**src/rtl/adc_readout_pkg.sv**
```systemverilog
// Shared types and word layout for the AD9228 FIFO readout packer.
// A packed word carries channel tag, word index and two 12-bit samples.
package adc_readout_pkg;

  localparam int PACKED_WIDTH = 32;
  localparam int SAMPLE_WIDTH = 12;

  localparam int CH_ID_MSB     = 31;
  localparam int CH_ID_LSB     = 28;
  localparam int SEQ_MSB       = 27;
  localparam int SEQ_LSB       = 24;
  localparam int SAMPLE_HI_MSB = 23;
  localparam int SAMPLE_HI_LSB = 12;
  localparam int SAMPLE_LO_MSB = 11;
  localparam int SAMPLE_LO_LSB = 0;

  typedef enum logic [2:0] {
    IDLE,
    RD_LO,
    CAP_LO,
    RD_HI,
    CAP_HI,
    SEND
  } readout_state_t;

  function automatic logic [PACKED_WIDTH-1:0] pack_word(
    input logic [3:0]              ch,
    input logic [3:0]              seq,
    input logic [SAMPLE_WIDTH-1:0] hi,
    input logic [SAMPLE_WIDTH-1:0] lo
  );
    logic [PACKED_WIDTH-1:0] w;
    w = '0;
    w[CH_ID_MSB:CH_ID_LSB]         = ch;
    w[SEQ_MSB:SEQ_LSB]             = seq;
    w[SAMPLE_HI_MSB:SAMPLE_HI_LSB] = hi;
    w[SAMPLE_LO_MSB:SAMPLE_LO_LSB] = lo;
    return w;
  endfunction

endpackage

```
**src/rtl/adc_fifo_readout_packer.sv**
```systemverilog
// Reads one ADC channel's sample FIFO (1-cycle read latency), pairs samples
// into tagged 32-bit words and streams them out in frames with tlast.
module adc_fifo_readout_packer
  import adc_readout_pkg::*;
#(
  parameter int         DATA_WIDTH    = 12,
  parameter logic [3:0] CH_ID         = 4'd0,
  parameter int         FRAME_SAMPLES = 256,
  parameter int         COUNT_WIDTH   = 16
) (
  input  logic                    clk,
  input  logic                    rst,
  input  logic                    start,
  input  logic                    abort,
  input  logic                    fifo_not_empty,
  input  logic [DATA_WIDTH-1:0]   fifo_dout,
  output logic                    fifo_rd_en,
  output logic [PACKED_WIDTH-1:0] m_tdata,
  output logic                    m_tvalid,
  input  logic                    m_tready,
  output logic                    m_tlast,
  output logic                    busy,
  output logic                    frame_done,
  output logic [COUNT_WIDTH-1:0]  frame_count
);

  localparam int SCNT_W = $clog2(FRAME_SAMPLES + 1);
  localparam logic [SCNT_W-1:0] LAST_BASE = SCNT_W'(FRAME_SAMPLES - 2);

  generate
    if (FRAME_SAMPLES < 2 || (FRAME_SAMPLES % 2) != 0) begin : g_bad_frame
      $error("FRAME_SAMPLES must be even and at least 2");
    end
    if (DATA_WIDTH != SAMPLE_WIDTH) begin : g_bad_width
      $error("DATA_WIDTH must be 12 to fit the packed word layout");
    end
  endgenerate

  readout_state_t          state_q;
  logic [SCNT_W-1:0]       scnt_q;
  logic [3:0]              seq_q;
  logic [DATA_WIDTH-1:0]   lo_q;
  logic                    tlast_q;
  logic                    aborted_q;
  logic                    last_pair;
  logic                    abort_end;

  // The word in flight closes the frame when its second sample is the final one.
  assign last_pair = (scnt_q == LAST_BASE);
  assign abort_end = abort || aborted_q;

  // NOTE: the read strobe is combinational so a read issues in the same cycle
  // the FIFO reports data; gating it with fifo_not_empty keeps one read in flight.
  assign fifo_rd_en = ((state_q == RD_LO) || (state_q == RD_HI)) && fifo_not_empty;
  assign busy       = (state_q != IDLE);

  // An abort during SEND marks the pending word as last from that cycle on.
  assign m_tlast    = tlast_q || ((state_q == SEND) && abort);

  // NOTE: sequential state uses non-blocking assignments only; every register,
  // the output word included, is cleared so all outputs read 0 after reset.
  always_ff @(posedge clk) begin
    if (rst) begin
      state_q     <= IDLE;
      scnt_q      <= '0;
      seq_q       <= '0;
      lo_q        <= '0;
      tlast_q     <= 1'b0;
      aborted_q   <= 1'b0;
      m_tdata     <= '0;
      m_tvalid    <= 1'b0;
      frame_done  <= 1'b0;
      frame_count <= '0;
    end else begin
      frame_done <= 1'b0;
      case (state_q)
        IDLE: begin
          if (start && !abort) begin
            state_q   <= RD_LO;
            scnt_q    <= '0;
            seq_q     <= '0;
            aborted_q <= 1'b0;
          end
        end
        RD_LO: begin
          if (abort)               state_q <= IDLE;
          else if (fifo_not_empty) state_q <= CAP_LO;
        end
        CAP_LO: begin
          if (abort) begin
            state_q <= IDLE;
          end else begin
            lo_q    <= fifo_dout;
            state_q <= RD_HI;
          end
        end
        RD_HI: begin
          if (abort)               state_q <= IDLE;
          else if (fifo_not_empty) state_q <= CAP_HI;
        end
        CAP_HI: begin
          if (abort) begin
            state_q <= IDLE;
          end else begin
            m_tdata  <= pack_word(CH_ID, seq_q, fifo_dout, lo_q);
            m_tvalid <= 1'b1;
            tlast_q  <= last_pair;
            state_q  <= SEND;
          end
        end
        SEND: begin
          if (abort) begin
            aborted_q <= 1'b1;
            tlast_q   <= 1'b1;
          end
          if (m_tready) begin
            m_tvalid <= 1'b0;
            tlast_q  <= 1'b0;
            scnt_q   <= scnt_q + SCNT_W'(2);
            seq_q    <= seq_q + 4'd1;
            if (abort_end || last_pair) begin
              state_q <= IDLE;
              if (!abort_end) begin
                frame_done  <= 1'b1;
                frame_count <= frame_count + COUNT_WIDTH'(1);
              end
            end else begin
              state_q <= RD_LO;
            end
          end
        end
        default: state_q <= IDLE;
      endcase
    end
  end

endmodule

```
**config.mk**
```make
export PLATFORM = sky130hd
export DESIGN_NAME = adc_fifo_readout_packer
export DESIGN_NICKNAME = d
export VERILOG_FILES = /design/src/rtl/adc_readout_pkg.sv /design/src/rtl/adc_fifo_readout_packer.sv
export SDC_FILE = /design/constraint.sdc
export NUM_CORES = 1
export LEC_CHECK = 0
export ABC_AREA = 1
export BUFFER_PORTS_ARGS = -buffer_cell sky130_fd_sc_hd__buf_2
export CAP_MARGIN = 0
export CELL_PAD_IN_SITES_DETAIL_PLACEMENT = 1
export CELL_PAD_IN_SITES_GLOBAL_PLACEMENT = 1
export CORE_MARGIN = 1
export CORE_UTILIZATION = 41
export CTS_CLUSTER_SIZE = 10
export DETAILED_ROUTE_END_ITERATION = 10
export PLACE_DENSITY = 0.89
export SLEW_MARGIN = 40
export SYNTH_ARGS = -nofsm -noshare
export SYNTH_HDL_FRONTEND = slang
export SYNTH_SLANG_ARGS = --single-unit
```
**constraint.sdc**
```tcl
create_clock -name clk -period 3.3 [get_ports clk]
set_input_delay 0.165 -clock clk [delete_from_list [all_inputs] [get_ports clk]]
set_output_delay 0.165 -clock clk [all_outputs]
set_load 0.02 [all_outputs]
```
==> summary.txt <==
Run status
  • Status: complete, no violations

Synthesis
  • Synthesized-area fraction occupied by adder cells: under 10%
  • Synth Warn #: 0
  • Yosys cell types: 32
  • Main flop type after synthesis: dfxtp_1
  • Cell taking the most area after synthesis: dfxtp_1
  • Largest family of logic cells by synthesized area: simple AND/OR/NAND/NOR gates
  • XOR/XNOR share of the synthesized area: 2.07%
  • Synthesis-stage register bit count: 75
  • Mapped Cells: 472
  • Asr flop ratio synth: 0%
  • Post-synth EDFFs: 0
  • Ranking of synthesized cells by area: dfxtp_1, nor2_1, nand2_1, o21ai_0, inv_1
  • Synthesized cell area: about 3400 sq um
  • Sequential share of the synthesized area: 44.4%
  • Post-synthesis compound-gate area fraction: 14.2%
  • Synth top area share: 44.4%
  • Syn Area/Cell: 7.16 sq um
  • Mux contribution to synthesized area: 0%
  • Post-synthesis simple-gate area fraction: between 30% and 40%

Clock network
  • Num CTS Buffers: 9
  • # Post-CTS Setup Buffers: 0
  • H-Tree Depth: 3
  • CTS Root Cell: clkbuf_8
  • Clk slew on worst S/H paths: 90 ps
  • Clk sink count: 75
  • Clk_lat worst skew: 360 ps
  • PostCTS Resize Cnt: 0
  • CTS max path bufs: 2
  • CTS tree: built
  • Cts hold-fix bufs: 0

Timing
  • Final Max Slew Viols: 0
  • Fin Setup TNS: 0 ps
  • Post-route setup slack: 1260 ps
  • Tcrit/Tclk final: 62.0%
  • Normalized max-slew margin: 54.1%
  • Hold Fails Final Rpt: 0
  • Actual slew at the worst max-slew pin: 687 ps
  • Final setup viols: 0
  • Minimum clock period: 2050 ps
  • Peak Freq: between 400 and 500 MHz
  • Setup Skew: roughly 9.1 ps
  • RSZ-0062 raised after global routing: false
  • Worst Hold Slack: around 76 ps

Drt
  • Via count: 3254
  • DRT iter0 DRCs: 102
  • WL/cell: 14.3 um
  • ANT nets after route: 0
  • Post-Route WL: approximately 9.1 mm
  • Vias per cell: between 5 and 6
  • Drc violations: 0
  • 1st-pass router iterations: 4

Global routing
  • First-pass GRT wire length: 15.2 mm
  • Grt total ovfl: 0
  • Vias in the first global route: 3275
  • GRT Total Usage: roughly 22%
  • Initial antenna violation count: 0
  • Largest net degree at the start of global routing: 46

Floorplan
  • Starting Density: between 40% and 50%
  • Die Ht: 92.8 um
  • Chip width: just over 90 um
  • Full die area: approximately 8600 sq um
  • I/O pin count: 71
  • Core Region: 7850 sq um
  • Row Count: 32

Critical path
  • CP endpoint kind: register
  • Worst-path maximum fanout: 28
  • Worst EP required: 3590 ps
  • Worst path cell trace: inv_2, nand2_2, inv_1, nand3_1, inv_2, nor2_1, nor2_1
  • WS Path Type: reg -> reg
  • Startpoint Class: register
  • Reg2reg setup slack: 1260 ps
  • Slowest cell delay on critical path: 620 ps
  • Worst EP arrival: 2330 ps
  • CP max stage cell: inv_2

Placed design
  • Post-DP HPWL: 6.39 mm
  • Placer congestion estimate: 0.805
  • Pre-CTS WS: 1290 ps
  • Port bufs: between 60 and 70
  • Placed cells: 623

Finish
  • Most frequent cells in the layout: nor2_1, nand2_1, dfxtp_1
  • Final nets: approximately 550
  • Final Non-Filler Cells: 639
  • Area grow syn2layout: 17.2%
  • Filler Cells Inserted: ~1100
  • Commonest non-fill, non-tap cell in the layout: nor2_1
  • Area of the multi-input gates: ~1600 sq um
  • Share of layout cells above drive strength 1: a little over a fifth
  • Register area: 1500 sq um
  • Diodes inserted: 0

Power and ir drop
  • Maximum VDD drop: 0.000201 V
  • Tot Pwr: 1870 uW
  • Power density over the cells: 472 nW/um^2
  • Leakage Power: 0.00167 uW

Job
  • MaxCap Viol Count: 0

Worst hold path
  • Worst Hold Class: in -> reg
[kinds of logic after synthesis]
group                    count (synthesis)
other                                    1
AO/OA/AOI/OAI                           86
adder cells (fa/ha/maj)                  3
XOR/XNOR                                 8
buffers and inverters                   54
flip-flops                              75
AND/OR/NAND/NOR                        245
[power breakdown]
part / internal [uW] / switching [uW]
clock: 432 / 380
sequential: 915 / 9.89
combinational: 37.6 / 95.7
total: 1390 / 485
[layout make-up]
| class | count | area share (%) |
|---|---|---|
| clock inverter | 7 | 2.49 |
| timing repair buffer | 67 | 8.53 |
| inverter | 33 | 3.19 |
| multi-input combinational | 346 | 41.6 |
| sequential | 75 | 37.9 |
| clock buffer | 9 | 3.13 |
| tap | 102 | 3.22 |
[cells in the mapped netlist (2+ instances only)]
| library cell | instances |
|---|---|
| xnor2_1 | 2 |
| nand3b_1 | 2 |
| a21oi_1 | 20 |
| clkbuf_1 | 12 |
| nor3_1 | 2 |
| dfxtp_1 | 75 |
| buf_4 | 5 |
| nand4_1 | 8 |
| xor2_1 | 6 |
| nor2_1 | 118 |
| ha_1 | 3 |
| buf_2 | 3 |
| nand2_1 | 83 |
| inv_1 | 28 |
| nand3_1 | 15 |
| o31ai_1 | 2 |
| o21ai_0 | 51 |
| a21oi_2 | 9 |
| inv_2 | 4 |
| nand2_2 | 12 |
[per-layer routing]
layer  GRT usage, %  share of wire (%)  vias to the layer above
li1               -                  -                     1626
met1           26.9                 45                     1562
met2           39.9                 51                       54
met3           4.02                3.0                       12
met4           6.03                1.2                        0
met5              0                  0                        -
[worst max-delay path, delay by kind of cell, from the launching register on]
kind          cells  cell delay [ps]
buf+inv           3              800
flops             1              350
simple gates      4              810
[path summary, 6_finish.rpt]
| check | start | endpoint | cells past startpoint |
|---|---|---|---|
| max | state_q[1] | m_tdata[3] | 7 |
| min | fifo_dout[7] | m_tdata[19] | 3 |
| max reg2reg | state_q[1] | m_tdata[3] | 7 |
| min reg2reg | m_tvalid | m_tvalid | 2 |
[per-stage QoR]
stage               util, %  cell area [sq um]
floorplan                 -               3390
global placement       47.7               3740
detailed placement     47.7               3740
CTS                    50.5               3960
global route           50.5               3960
finish                 50.5               3960
[flip-flops by register name, summed over array words and instances, names as in the netlist]
signal       cells
m_tdata         28
state_q          3
seq_q            4
frame_count     16
m_tvalid         1
scnt_q           8
aborted_q        1
lo_q            12
tlast_q          1
frame_done       1
No activity file was read; power rests on OpenSTA's default activity.
